[config.mk]
export PLATFORM = sky130hd
export DESIGN_NAME = run_controller
export DESIGN_NICKNAME = d
export VERILOG_FILES = /design/src/rtl/run_controller.sv
export SDC_FILE = /design/constraint.sdc
export NUM_CORES = 1
export LEC_CHECK = 0
export CELL_PAD_IN_SITES_DETAIL_PLACEMENT = 0
export CELL_PAD_IN_SITES_GLOBAL_PLACEMENT = 1
export CORE_UTILIZATION = 33
export DETAILED_ROUTE_END_ITERATION = 12
export PLACE_DENSITY = 0.77
export SLEW_MARGIN = 0
export SYNTH_ARGS = -nofsm -noshare
export SYNTH_HDL_FRONTEND = slang
export SYNTH_SLANG_ARGS = --single-unit
[constraint.sdc]
create_clock -name CLK -period 2.26 [get_ports CLK]
set_input_delay 0.452 -clock CLK [delete_from_list [all_inputs] [get_ports CLK]]
set_output_delay 0.452 -clock CLK [all_outputs]
set_load 0.01 [all_outputs]
[src/rtl/run_controller.sv]
// run_controller
// ---------------------------------------------------------------------------
// Hardware run harness that sits directly upstream of the processor
// `toplevel`. One run has these steps:
//   1. Zero the whole 256-byte data memory.
//   2. Accept a stream of preload bytes into data memory.
//   3. Hold the processor in reset (START high) for START_CYCLES cycles.
//   4. Release START and wait for DONE, bounded by TIMEOUT_CYCLES.
//   5. Stream RES_COUNT bytes back out, starting at RES_BASE.
//
// Ports
//   CLK, RESET          single clock; synchronous active-high reset
//   GO                  run request, sampled only while idle
//   BUSY                high whenever a run is in progress
//   ERR_TIMEOUT         sticky abort flag, cleared when the next GO is taken
//   START               to toplevel.START (high = processor held in reset)
//   DONE                from toplevel.DONE
//   LD_WE/LD_ADDR/LD_DATA   data-memory write port (clear + preload)
//   RD_ADDR/RD_DATA     data-memory combinational read port (drain)
//   PL_VALID/PL_READY/PL_ADDR/PL_DATA/PL_LAST   preload stream in
//   RES_VALID/RES_READY/RES_DATA/RES_LAST       result stream out
//
// All outputs are decoded from registered state, so a reset forces every
// output back to its idle value on the very next cycle.
// ---------------------------------------------------------------------------
module run_controller #(
    parameter int START_CYCLES   = 2,
    parameter int RES_BASE       = 5,
    parameter int RES_COUNT      = 4,
    parameter int TIMEOUT_CYCLES = 100000
) (
    input  logic       CLK,
    input  logic       RESET,
    input  logic       GO,
    output logic       BUSY,
    output logic       ERR_TIMEOUT,
    output logic       START,
    input  logic       DONE,
    output logic       LD_WE,
    output logic [7:0] LD_ADDR,
    output logic [7:0] LD_DATA,
    output logic [7:0] RD_ADDR,
    input  logic [7:0] RD_DATA,
    input  logic       PL_VALID,
    output logic       PL_READY,
    input  logic [7:0] PL_ADDR,
    input  logic [7:0] PL_DATA,
    input  logic       PL_LAST,
    output logic       RES_VALID,
    input  logic       RES_READY,
    output logic [7:0] RES_DATA,
    output logic       RES_LAST
);

    localparam int CNT_W = $clog2(TIMEOUT_CYCLES + 1);

    localparam logic [CNT_W-1:0] LAUNCH_END = CNT_W'(START_CYCLES - 1);
    localparam logic [CNT_W-1:0] RUN_END    = CNT_W'(TIMEOUT_CYCLES - 1);
    localparam logic [8:0]       CLEAR_END  = 9'd255;
    localparam logic [8:0]       IDX_LAST   = 9'(RES_COUNT - 1);
    localparam logic [7:0]       BASE_ADDR  = 8'(RES_BASE);

    typedef enum logic [2:0] {
        S_IDLE,
        S_CLEAR,
        S_PRELOAD,
        S_LAUNCH,
        S_RUN,
        S_DRAIN
    } state_t;

    state_t           state_q, state_d;
    logic [8:0]       idx_q, idx_d;     // clear address / result beat index
    logic [CNT_W-1:0] cnt_q, cnt_d;     // launch hold / run watchdog
    logic             err_q, err_d;

    always_ff @(posedge CLK) begin
        if (RESET) begin
            state_q <= S_IDLE;
            idx_q   <= '0;
            cnt_q   <= '0;
            err_q   <= 1'b0;
        end else begin
            state_q <= state_d;
            idx_q   <= idx_d;
            cnt_q   <= cnt_d;
            err_q   <= err_d;
        end
    end

    always_comb begin
        state_d     = state_q;
        idx_d       = idx_q;
        cnt_d       = cnt_q;
        err_d       = err_q;

        BUSY        = (state_q != S_IDLE);
        ERR_TIMEOUT = err_q;
        START       = 1'b1;
        LD_WE       = 1'b0;
        LD_ADDR     = 8'd0;
        LD_DATA     = 8'd0;
        RD_ADDR     = 8'd0;
        PL_READY    = 1'b0;
        RES_VALID   = 1'b0;
        RES_DATA    = 8'd0;
        RES_LAST    = 1'b0;

        unique case (state_q)
            S_IDLE: begin
                if (GO) begin
                    state_d = S_CLEAR;
                    idx_d   = '0;
                    err_d   = 1'b0;
                end
            end

            S_CLEAR: begin
                LD_WE   = 1'b1;
                LD_ADDR = idx_q[7:0];
                if (idx_q == CLEAR_END) begin
                    state_d = S_PRELOAD;
                end else begin
                    idx_d = idx_q + 9'd1;
                end
            end

            S_PRELOAD: begin
                // The write port follows the stream directly, so an accepted
                // beat lands in memory in the same cycle it is offered.
                PL_READY = 1'b1;
                LD_WE    = PL_VALID;
                LD_ADDR  = PL_VALID ? PL_ADDR : 8'd0;
                LD_DATA  = PL_VALID ? PL_DATA : 8'd0;
                if (PL_VALID && PL_LAST) begin
                    state_d = S_LAUNCH;
                    cnt_d   = '0;
                end
            end

            S_LAUNCH: begin
                // DONE is meaningless here: the processor is still in reset.
                if (cnt_q == LAUNCH_END) begin
                    state_d = S_RUN;
                    cnt_d   = '0;
                end else begin
                    cnt_d = cnt_q + CNT_W'(1);
                end
            end

            S_RUN: begin
                START = 1'b0;
                cnt_d = cnt_q + CNT_W'(1);
                // DONE takes priority over a watchdog expiry in the same cycle.
                if (DONE) begin
                    state_d = S_DRAIN;
                    idx_d   = '0;
                end else if (cnt_q == RUN_END) begin
                    state_d = S_IDLE;
                    err_d   = 1'b1;
                end
            end

            S_DRAIN: begin
                START     = 1'b0;
                // 8-bit add wraps the read window past address 255.
                RD_ADDR   = BASE_ADDR + idx_q[7:0];
                RES_VALID = 1'b1;
                RES_DATA  = RD_DATA;
                RES_LAST  = (idx_q == IDX_LAST);
                if (RES_READY) begin
                    if (idx_q == IDX_LAST) begin
                        state_d = S_IDLE;
                    end else begin
                        idx_d = idx_q + 9'd1;
                    end
                end
            end

            default: begin
                state_d = S_IDLE;
            end
        endcase
    end

endmodule

# After elaboration in Yosys (flattened, before gate mapping)
# Cells that the tools add are included.
[op_classes] add_sub_neg=3 eq_ne=21 mux=33 n_reduce_logical=11
[ops] op="$pmux 17 s3" count=1
[ops] op="$mux 9" count=5
[ops] op="$mux 8" count=5
[ops] op="$pmux 9 s4" count=1
[ops] op="$mux 17" count=2
[ops] op="$mux 3" count=8
[ops] op="$ne 2x2->1 const B" count=11
[ops] op="$pmux 3 s6" count=1
[ops] op="$add 17x1->17 const B" count=1
[ops] op="$eq 17x1->1 const B" count=1
[ops] op="$eq 17x17->1 const B" count=1
[ops] op="$pmux 8 s2" count=1
[ops] op="$add 9x1->9 const B" count=1
[ops] op="$eq 9x2->1 const B" count=1
[ops] op="$eq 9x8->1 const B" count=1
[ops] op="$add 3x8->8 const A" count=1
[ops] op="$mux 1" count=7
[ops] op="$reduce_and 7->1" count=1
[ops] op="$eq 3x2->1 const B" count=2
[ops] op="$eq 3x3->1 const B" count=2
[ops] op="$reduce_and 6->1" count=1
[ops] op="$reduce_bool 3->1" count=2
[ops] op="$pmux 1 s2" count=2
[ops] op="$reduce_and 4->1" count=1
[ops] op="other kinds (8)" count=8
[totals] regBits=30 in_bits=31 out_inout_bits=39

# Longest topological paths before layout
[logic_depth] depth_word=4 ltp_mapped=9 ltp_nobuf=9

# Worst setup path after synthesis
# Ideal clock, no wire load.
[synth_timing] path_kind="reg-to-reg" start="register idx_q[0]" end="register idx_q[4]" setup_time_ns=0.072 arrival_time_ns=1.991 required_ns=2.188 path_slack_ns=0.197 path_stages_with_launch=10 n_path_buf=1 cell_sequence="dfxtp_1 ha_1 nand3_1 nor2_1 ha_1 a311oi_4 nand3_2 buf_6 or3_1 a21oi_1"
[synth_via] elab_chain_len=4 elab_cells_between_ends=10 cone_classes="add/sub (1); eq/ne (4); mux (4); reduce/logical (1)"
[synth_lines] element="from (decl)" line_no="73" text="logic [8:0] idx_q, idx_d;"
[synth_lines] element="from (signal assigned)" line_no="85" text="idx_q <= idx_d;"
[synth_lines] element="$add 9x1->9" line_no="124, 175"
[synth_lines] element="$mux 9" line_no="172" text="if (idx_q == IDX_LAST) begin"
[synth_lines] element="$mux 9" line_no="171" text="if (RES_READY) begin"
[synth_lines] element="$pmux 9 s4" line_no="109" text="unique case (state_q)"
# Several ways; a longest one is shown, not always the timed one. The select of a mux whose other input is x is not followed.
# A chain may end at the register's enable or synchronous reset.

# Worst setup path after layout
[layout_timing] start="register state_q[2]" end="output port RD_ADDR[1]"
[layout_via] elab_chain_len=2
[layout_lines] element="from (decl)" line_no="72" text="state_t state_q, state_d;"
[layout_lines] element="from (signal assigned)" line_no="84" text="state_q <= state_d;"
[layout_lines] element="$eq 3x3->1" line_no="109"
[layout_lines] element="$mux 8" line_no="109"
[layout_lines] element="to (decl)" line_no="42" text="output logic [7:0] RD_ADDR,"
# Every way passes these cells.

==> impl_metrics.tcl <==
set metrics [dict create \
    synth.distinct_cells 52 \
    insertedDiodeCount 0 \
    fillerInstances 592 \
    rrSetupSlack_ps 130 \
    cts_buffer_depth 2 \
    root_buffer "clkbuf_8" \
    yosys-top-cells-area "dfxtp_1 30%, xor2_1 6.0%, nor2_1 5.5%" \
    htreeDepth 2 \
    ys_async_sr_fraction 0 \
    synth_cells 252 \
    viasPerCell 5.18 \
    antenna_found_initial 0 \
    synth-edff-count 0 \
    drt_drc_violations_left 0 \
    die-height_um 80.5 \
    cts_tree "built" \
    dpl.cell_count 413 \
    worst_slew_pin_slew_ps 574 \
    max_freq_mhz 459 \
    finalMaxSlewViolations 0 \
    leakage_nw 1.47 \
    ir_drop_mv 0.401 \
    endpoint_kind "output pin" \
    area_growth_pct 55.9 \
    ys_ff_latch 30 \
    hpwl_mm 4.55 \
    io_pins 70 \
    dieArea_mm2 0.00649 \
    fin_crit_ps 2180 \
    grt_max_degree 14 \
    start_kind "flip-flop" \
    initial_core_util 0.344 \
    finalCritPeriodShare 0.964 \
    ant_nets 0 \
    vias 2197 \
    final_cell_count_no_fill 424 \
    synth.cell_area_mm2 0.00204 \
    crit_arrival_ps 1730 \
    yosysWarningCount 0 \
    worst-path-max-fanout 13 \
    cts_buffers 5 \
    post_drt_wl_per_cell_um 14.3 \
    groute.usage.overall 0.193 \
    drt_pass1_iterations 4 \
    clk_latency_ps 280 \
    seq_area_frac_synth 0.295 \
    first_global_vias 2026 \
    port_buffers 69 \
    synth_top_flop_cell "dfxtp_1" \
    synth_area_leader_cell "dfxtp_1" \
    drive_gt1_frac 0.195 \
    finalSetupViolCount 0 \
    finalClockSkew_ps 4.41 \
    core_area_mm2 0.00592 \
    seqCellArea_um2 608 \
    clk_transition_reported_paths_ps 70 \
    multi_input_comb_area_mm2 0.00136 \
    grt_pass1_wl_mm 9.73 \
    synth_area_per_cell_um2 8.08 \
    ys_top_cells_by_count "30 x dfxtp_1, 30 x nor2_1, 16 x a21oi_1" \
    synth_top_area_share 0.295 \
    syn_nets 287 \
    worstSetupPathType "reg2out" \
    finalNetCount 383 \
    dieWidth_um 80.5 \
    required_ps 1810 \
    hold_class "reg2reg" \
    status "finished clean" \
    grt_overflow 0 \
    clock-sinks 30 \
    finalPower_mw 2.42 \
    finalHoldViolations 0 \
    cts-hold-fix-buffers 0 \
    drtIter0Drc 79 \
    place.gp.congestion 0.812 \
    finalWirelength_mm 6.05 \
    drv_cap 0 \
    pwr_density_cell_mw_per_mm2 761 \
    slew_headroom 0.614 \
    rows 28 \
]
## through the flow
stage	cell area, µm²	setup WS [ps]	setup TNS (ps)	hold slack, ps	utilization
2_1_floorplan	2040	197	0	449	-
3_3_place_gp	3000	-100	-469	468	0.506
3_5_place_dp	3000	-120	-801	474	0.506
4_1_cts	3130	30.5	0	489	0.528
5_1_grt	3170	-12.4	-17.9	525	0.536
6_report	3170	81.2	0	501	0.536
## critical path: stages (launching register included)
cell and delay (ps):
dfxtp_1 340, buf_6 170, nand3b_4 120, clkinvlp_4 140
and2_1 140, clkdlybuf4s50_1 540
## final timing paths
path | startpoint | to | cells past startpoint
setup / recovery | state_q[2] | RD_ADDR[1] | 5
hold / removal | cnt_q[15] | cnt_q[15] | 2
setup reg to reg | idx_q[4] | idx_q[5] | 8
hold reg to reg | cnt_q[15] | cnt_q[15] | 2
## placed cells by master (no fill, tap or decap), types with 5 or more instances in the layout
cell type         n
clkdlybuf4s50_1  44
buf_4            32
nor2_1           29
dfxtp_1          26
a21oi_1          15
dlygate4sd2_1    15
nand4_1          14
xor2_1           14
nand2_1          11
and2_1           11
and3_1           10
dlymetal6s2s_1   10
nand3_1           9
a22o_1            8
xnor2_1           6
clkbuf_8          6
nor3_1            5
o31ai_1           5
## area by class of cell
type                            instances  area share
Clock inverter                          2     0.00394
Clock buffer                            6      0.0260
Multi-Input combinational cell        200       0.429
Sequential cell                        30       0.192
Tap cell                               75      0.0296
Timing Repair inverter                  1     0.00237
Inverter                                6     0.00907
Timing Repair Buffer                  104       0.309
## layer usage
layer | vias to the layer above | global-route usage | share of wire
li1 | 1113 | - | -
met5 | - | 0 | 0
met2 | 70 | 0.340 | 0.47
met4 | 0 | 0.0464 | 0.0073
met1 | 1009 | 0.233 | 0.44
met3 | 5 | 0.0489 | 0.079
## state kept, by name, indices dropped and copies added (netlist names)
signal       flops
cnt_q           17
idx_q            9
state_q          3
ERR_TIMEOUT      1
## what timing repair did
item / 4_1_cts / 5_1_grt
pin swaps: 1 / 1
cloned: 1 / 0
buffers inserted: 1 / 1
endpoints found under the setup margin: 35 / 17
gates resized for setup: 27 / 14
## report_power, final
| group | switching [mW] | internal, mW | total [mW] |
|---|---|---|---|
| Sequential | 0.0703 | 0.585 | 0.655 |
| Combinational | 0.644 | 0.655 | 1.30 |
| Clock | 0.218 | 0.245 | 0.462 |
| Total | 0.932 | 1.48 | 2.42 |
## cell families after synthesis
group / share of synthesized area
buffers and inverters: 0.0529
and+or+nand+nor: 0.363
adders and majority gates: 0.0246
AOI/OAI and AO/OA: 0.173
DFF: 0.295
muxes: 0.00492
xor gates and xnor gates: 0.0860
No activity file was read; power rests on OpenSTA's default activity.
==> edit 1, RTL diff (config.mk and constraints unchanged) <==
Change the parameter `TIMEOUT_CYCLES` from 100000 to 400000.
--- a/src/rtl/run_controller.sv
+++ b/src/rtl/run_controller.sv
@@ -28,5 +28,5 @@
     parameter int RES_BASE       = 5,
     parameter int RES_COUNT      = 4,
-    parameter int TIMEOUT_CYCLES = 100000
+    parameter int TIMEOUT_CYCLES = 400000
 ) (
     input  logic       CLK,
Check against the original RTL: same outputs for any inputs over 10 cycles, from zero or initial values and one cycle with RESET high; that may be too few to reach the edited logic, so the function may still have changed.
==> edit 1 against the original RTL <==
First-iteration DRC count increased by 25%; synthesized cell count increased by 6.7%; sequential share of layout area increased by 0.50 points; power decreased by 1.7%; critical path type is now reg2reg; area after synthesis increased by 7.5%; sequential cell count increased by 2; worst setup slack got worse by 0.032 ns; wire length increased by 9.9%; cell area increased by 4.9%.
==> edit 1: results (changes against the original RTL) <==
stage	metric	value	unit	change
setup_path	CP Max Fanout	5		-8
logic_synthesis	most common library cells after synthesis	dfxtp_1, nor2_1, a21oi_1		
placed_design	gpl congestion	0.822		+1.2%
detailed_routing	Detailed Route Iter0 Violations	99		+25%
global_route	M1 GR Usage	0.264		+0.0314
outcome	status	complete, no violations		
logic_synthesis	Yosys cell types	55		+5.8%
global_route	Total GRT Usage	0.194		+0.000682
power	LEAKAGE	0.00143	µW	-2.8%
setup_path	slowest CP cell	or4_1		
cells_and_area	FILL cells	636		+7.4%
sta	Period minus WS final	2.21	ns	+0.0315 ns
detailed_routing	Detailed Route WL	6640	µm	+9.9%
global_route	GR Layer Usage met3	0.0338		-0.0151
global_route	first-pass GRT wire length	11000	µm	+13%
logic_synthesis	syn_nets	305		+6.3%
power	Switching Share	0.369		-0.0165
detailed_routing	drt pass-1 iters	4		unchanged
global_route	met2 GRT Util	0.312		-0.0276
min_path	worst min path class	reg2reg		
global_route	largest net degree at the start of global routing	20		+6
setup_path	Critical Path AT	2.43	ns	+0.70 ns
min_path	HP Start	idx_q[3]$_SDFFE_PP0P_		
clock_network	CTS max path bufs	2		unchanged
power	maximum VDD drop	507	µV	+26%
sta	Max transition margin	0.473		-0.140
global_route	vias in the first global route	2205		+8.8%
logic_synthesis	Seq/Total Area, Yosys	0.293		-0.00228
setup_path	Crit. Startpoint	idx_q[1]$_SDFFE_PP0P_		
setup_path	critical path's top delay family	simple AND/OR/NAND/NOR gates		
setup_path	CP peak stage delay	0.50	ns	-0.04 ns
cells_and_area	nets@finish	399		+4.2%
sta	Setup Skew	0.00935	ns	+0.00494 ns
logic_synthesis	top post-synthesis cells by area	dfxtp_1, nor2_1, xor2_1		
cells_and_area	biggest regs	cnt_q: 19 flops, idx_q: 9 flops, state_q: 3 flops		
placed_design	DP HPWL	4890	µm	+7.5%
-- edit 1: kinds of logic (layout without fill, tap and decap cells) --
| kind of cell | count (synthesis) | in the layout | share of synthesized area |
|---|---|---|---|
| fa+ha+maj | 5 | 5 | 0.0286 |
| mux | 1 | 1 | 0.00457 |
| flops | 32 | 32 | 0.293 |
| xor+xnor | 19 | 19 | 0.0760 |
| simple gates | 135 | 136 | 0.364 |
| buf+inv | 22 | 116 | 0.0520 |
| compound gates | 55 | 55 | 0.182 |
-- edit 1: path summary, 6_finish.rpt --
| check | endpoint | slack (ns) | depth (start not counted) |
|---|---|---|---|
| setup / recovery | idx_q[5]$_SDFFE_PP0P_ | 0.05 | 8 |
| hold / removal | idx_q[3]$_SDFFE_PP0P_ | 0.52 | 2 |
| setup reg to reg | idx_q[5]$_SDFFE_PP0P_ | 0.05 | 8 |
| hold reg to reg | idx_q[3]$_SDFFE_PP0P_ | 0.52 | 2 |
-- edit 1: worst min-delay path, cell delays in order, from the launching register on --
cell     delay [ns]
dfxtp_2        0.35
o21ai_0        0.07
a21oi_1        0.06
-- edit 1: per-layer routing --
layer,routed length (µm),vias up
met3,212,4
met4,35,0
met5,0,-
met1,3100,1123
li1,-,1172
met2,3300,35
-- edit 1: through the flow --
| step | setup WS, ns | instances | instance area, µm² | util | total power (µW) |
|---|---|---|---|---|---|
| after floorplan | 0.189 | 269 | 2190 | - | 1290 |
| after global placement | -0.0901 | 429 | 3100 | 0.486 | 1740 |
| after detailed placement | -0.128 | 429 | 3100 | 0.486 | 1740 |
| after CTS | -0.0608 | 437 | 3220 | 0.505 | 2310 |
| after global routing | -0.0449 | 441 | 3330 | 0.521 | 2530 |
| final | 0.0497 | 441 | 3330 | 0.521 | 2380 |
-- edit 1: what timing repair did --
item,in CTS,in global routing
gates cloned,0,1
hold endpoints to repair,0,0
endpoints found under the setup margin,33,19
resized for setup,32,22
pin swaps,1,4
buffers inserted,0,3
-- edit 1: power by group through the flow --
stage / Sequential [µW] / Clock, µW / Combinational [µW]
6_report: 672 / 558 / 1150
5_1_grt: 681 / 600 / 1250
4_1_cts: 657 / 579 / 1070
3_5_place_dp: 667 / 0 / 1080
3_3_place_gp: 664 / 0 / 1080
2_1_floorplan: 655 / 0 / 633
-- edit 1: area by class of cell --
cell class	count	area, µm²	share of cell area
clock buffers	5	68.8	0.0207
clock inverters	3	42.5	0.0128
inverters	8	35.0	0.0105
multi-input cells	216	1510	0.455
flip-flops and latches	32	654	0.197
well taps	77	96.3	0.0289
repair buffers	100	918	0.276
==> edit 2, RTL diff (same flow settings) <==
Without the edit above. Re-encode `state_t` (6 states) as Gray code, 3 bits wide.
--- a/src/rtl/run_controller.sv
+++ b/src/rtl/run_controller.sv
@@ -62,10 +62,10 @@
 
     typedef enum logic [2:0] {
-        S_IDLE,
-        S_CLEAR,
-        S_PRELOAD,
-        S_LAUNCH,
-        S_RUN,
-        S_DRAIN
+        S_IDLE    = 3'b000,
+        S_CLEAR   = 3'b001,
+        S_PRELOAD = 3'b011,
+        S_LAUNCH  = 3'b010,
+        S_RUN     = 3'b110,
+        S_DRAIN   = 3'b111
     } state_t;
 
Function: no difference found for any inputs over 10 cycles, from zero or initial values and one cycle with RESET high; not proved beyond that.
==> edit 2 against the original RTL <==
Area after synthesis grew 5.6%; sequential share of layout area decreased by 0.19 points; global-route usage shrank 0.82 points; die area rose by 5.5%; first-iteration DRC count rose by 30%; cell area up 0.59%; sequential cell count is the same; power is 27% lower; wire length rose by 5.4%; worst setup slack gained 0.017 ns; combinational power down 41%; clock skew increased by 0.0082 ns; largest cell class unchanged; highest routed layer unchanged.
==> edit 2: results (changes against the original RTL) <==
stage	metric	value	unit	change
cells_and_area	invs w/o clock	15		+8
logic_synthesis	syn_nets	324		+13%
cells_and_area	Signal buf overhead	0.296		-0.0124
cells_and_area	multi-input combinational gate total	221		+11%
cells_and_area	Final clock-cell share	0.0247		-0.00527
logic_synthesis	top post-synthesis cells by area	dfxtp_1, a21oi_1, nand3_1		
cells_and_area	Seq Cell Count	30		unchanged
placed_design	gpl congestion	0.778		-4.2%
cells_and_area	Non-CTS buffers	100		-3.8%
global_route	met2 GRT Util	0.306		-0.0341
global_route	M1 GR Usage	0.238		+0.00502
clock_network	Resized Gates After CTS	25		-7.4%
power	Gate power share	0.439		-0.099
cells_and_area	nets@finish	408		+6.5%
cells_and_area	fraction of area in registers	0.190		-0.00191
power	P_clk	402	µW	-13%
placed_design	Place WS	-0.157	ns	-0.0370 ns
global_route	Total GRT Usage	0.185		-0.00824
logic_synthesis	Seq/Total Area, Yosys	0.279		-0.0156
setup_path	CP Max Fanout	12		-1
detailed_routing	routed vias	2426		+10%
global_route	first-pass GRT wire length	9650	µm	-0.78%
power	internal power	1120	µW	-25%
cells_and_area	FILL cells	642		+8.4%
power	LEAKAGE	0.00145	µW	-1.2%
global_route	GR Layer Usage met3	0.0451		-0.00381
logic_synthesis	most common library cells after synthesis	dfxtp_1, nand2_1, a21oi_1		
sta	fmax	0.462	GHz	+0.76%
detailed_routing	wire per inst	14.2	µm	-0.67%
setup_path	Critical Path AT	1.71	ns	-0.02 ns
cells_and_area	layout cell share with drive strength beyond 1	0.153		-0.0420
outcome	status	complete, no violations		
-- edit 2: changes by cell type after synthesis, moves of 10 or more --
cell,change
nor2_1,-15
nand2_1,+14
nand3_1,+13
a31oi_1,+11
xor2_1,-10
-- edit 2: stage by stage --
stage | std cells | instance area (µm²) | util
2_1_floorplan | 289 | 2150 | -
3_3_place_gp | 442 | 3050 | 0.483
3_5_place_dp | 442 | 3050 | 0.483
4_1_cts | 450 | 3150 | 0.499
5_1_grt | 450 | 3190 | 0.506
6_report | 450 | 3190 | 0.506
-- edit 2: per-layer routing --
layer  vias to the layer above  wire (µm)
li1                       1231          -
met1                      1106       2870
met2                        84       2860
met3                         5        584
met4                         0         61
met5                         -          0
-- edit 2: final timing paths --
check                     startpoint                     to  slack, ns  cells past startpoint
max          state_q[0]$_SDFFE_PP0P_             RD_ADDR[0]        0.1                      5
max reg2reg    idx_q[0]$_SDFFE_PP0P_  idx_q[7]$_SDFFE_PP0P_       0.14                      9
min            idx_q[8]$_SDFFE_PP0P_  idx_q[8]$_SDFFE_PP0P_       0.48                      2
min reg2reg    idx_q[8]$_SDFFE_PP0P_  idx_q[8]$_SDFFE_PP0P_       0.48                      2
-- edit 2: worst max-delay path: cells and delay by family (launching register included) --
kind,cells,cell delay [ns]
buf+inv,3,0.88
flops,1,0.34
simple gates,2,0.20
-- edit 2: logic make-up (layout without fill, tap and decap cells) --
kind of cell | count (synthesis) | in the layout | synth area share
AOI/OAI and AO/OA | 73 | 73 | 0.227
xor gates and xnor gates | 6 | 6 | 0.0244
adders and majority gates | 4 | 4 | 0.0233
buffers and inverters | 38 | 122 | 0.0797
DFF | 30 | 30 | 0.279
muxes | 2 | 2 | 0.00931
and+or+nand+nor | 136 | 136 | 0.357
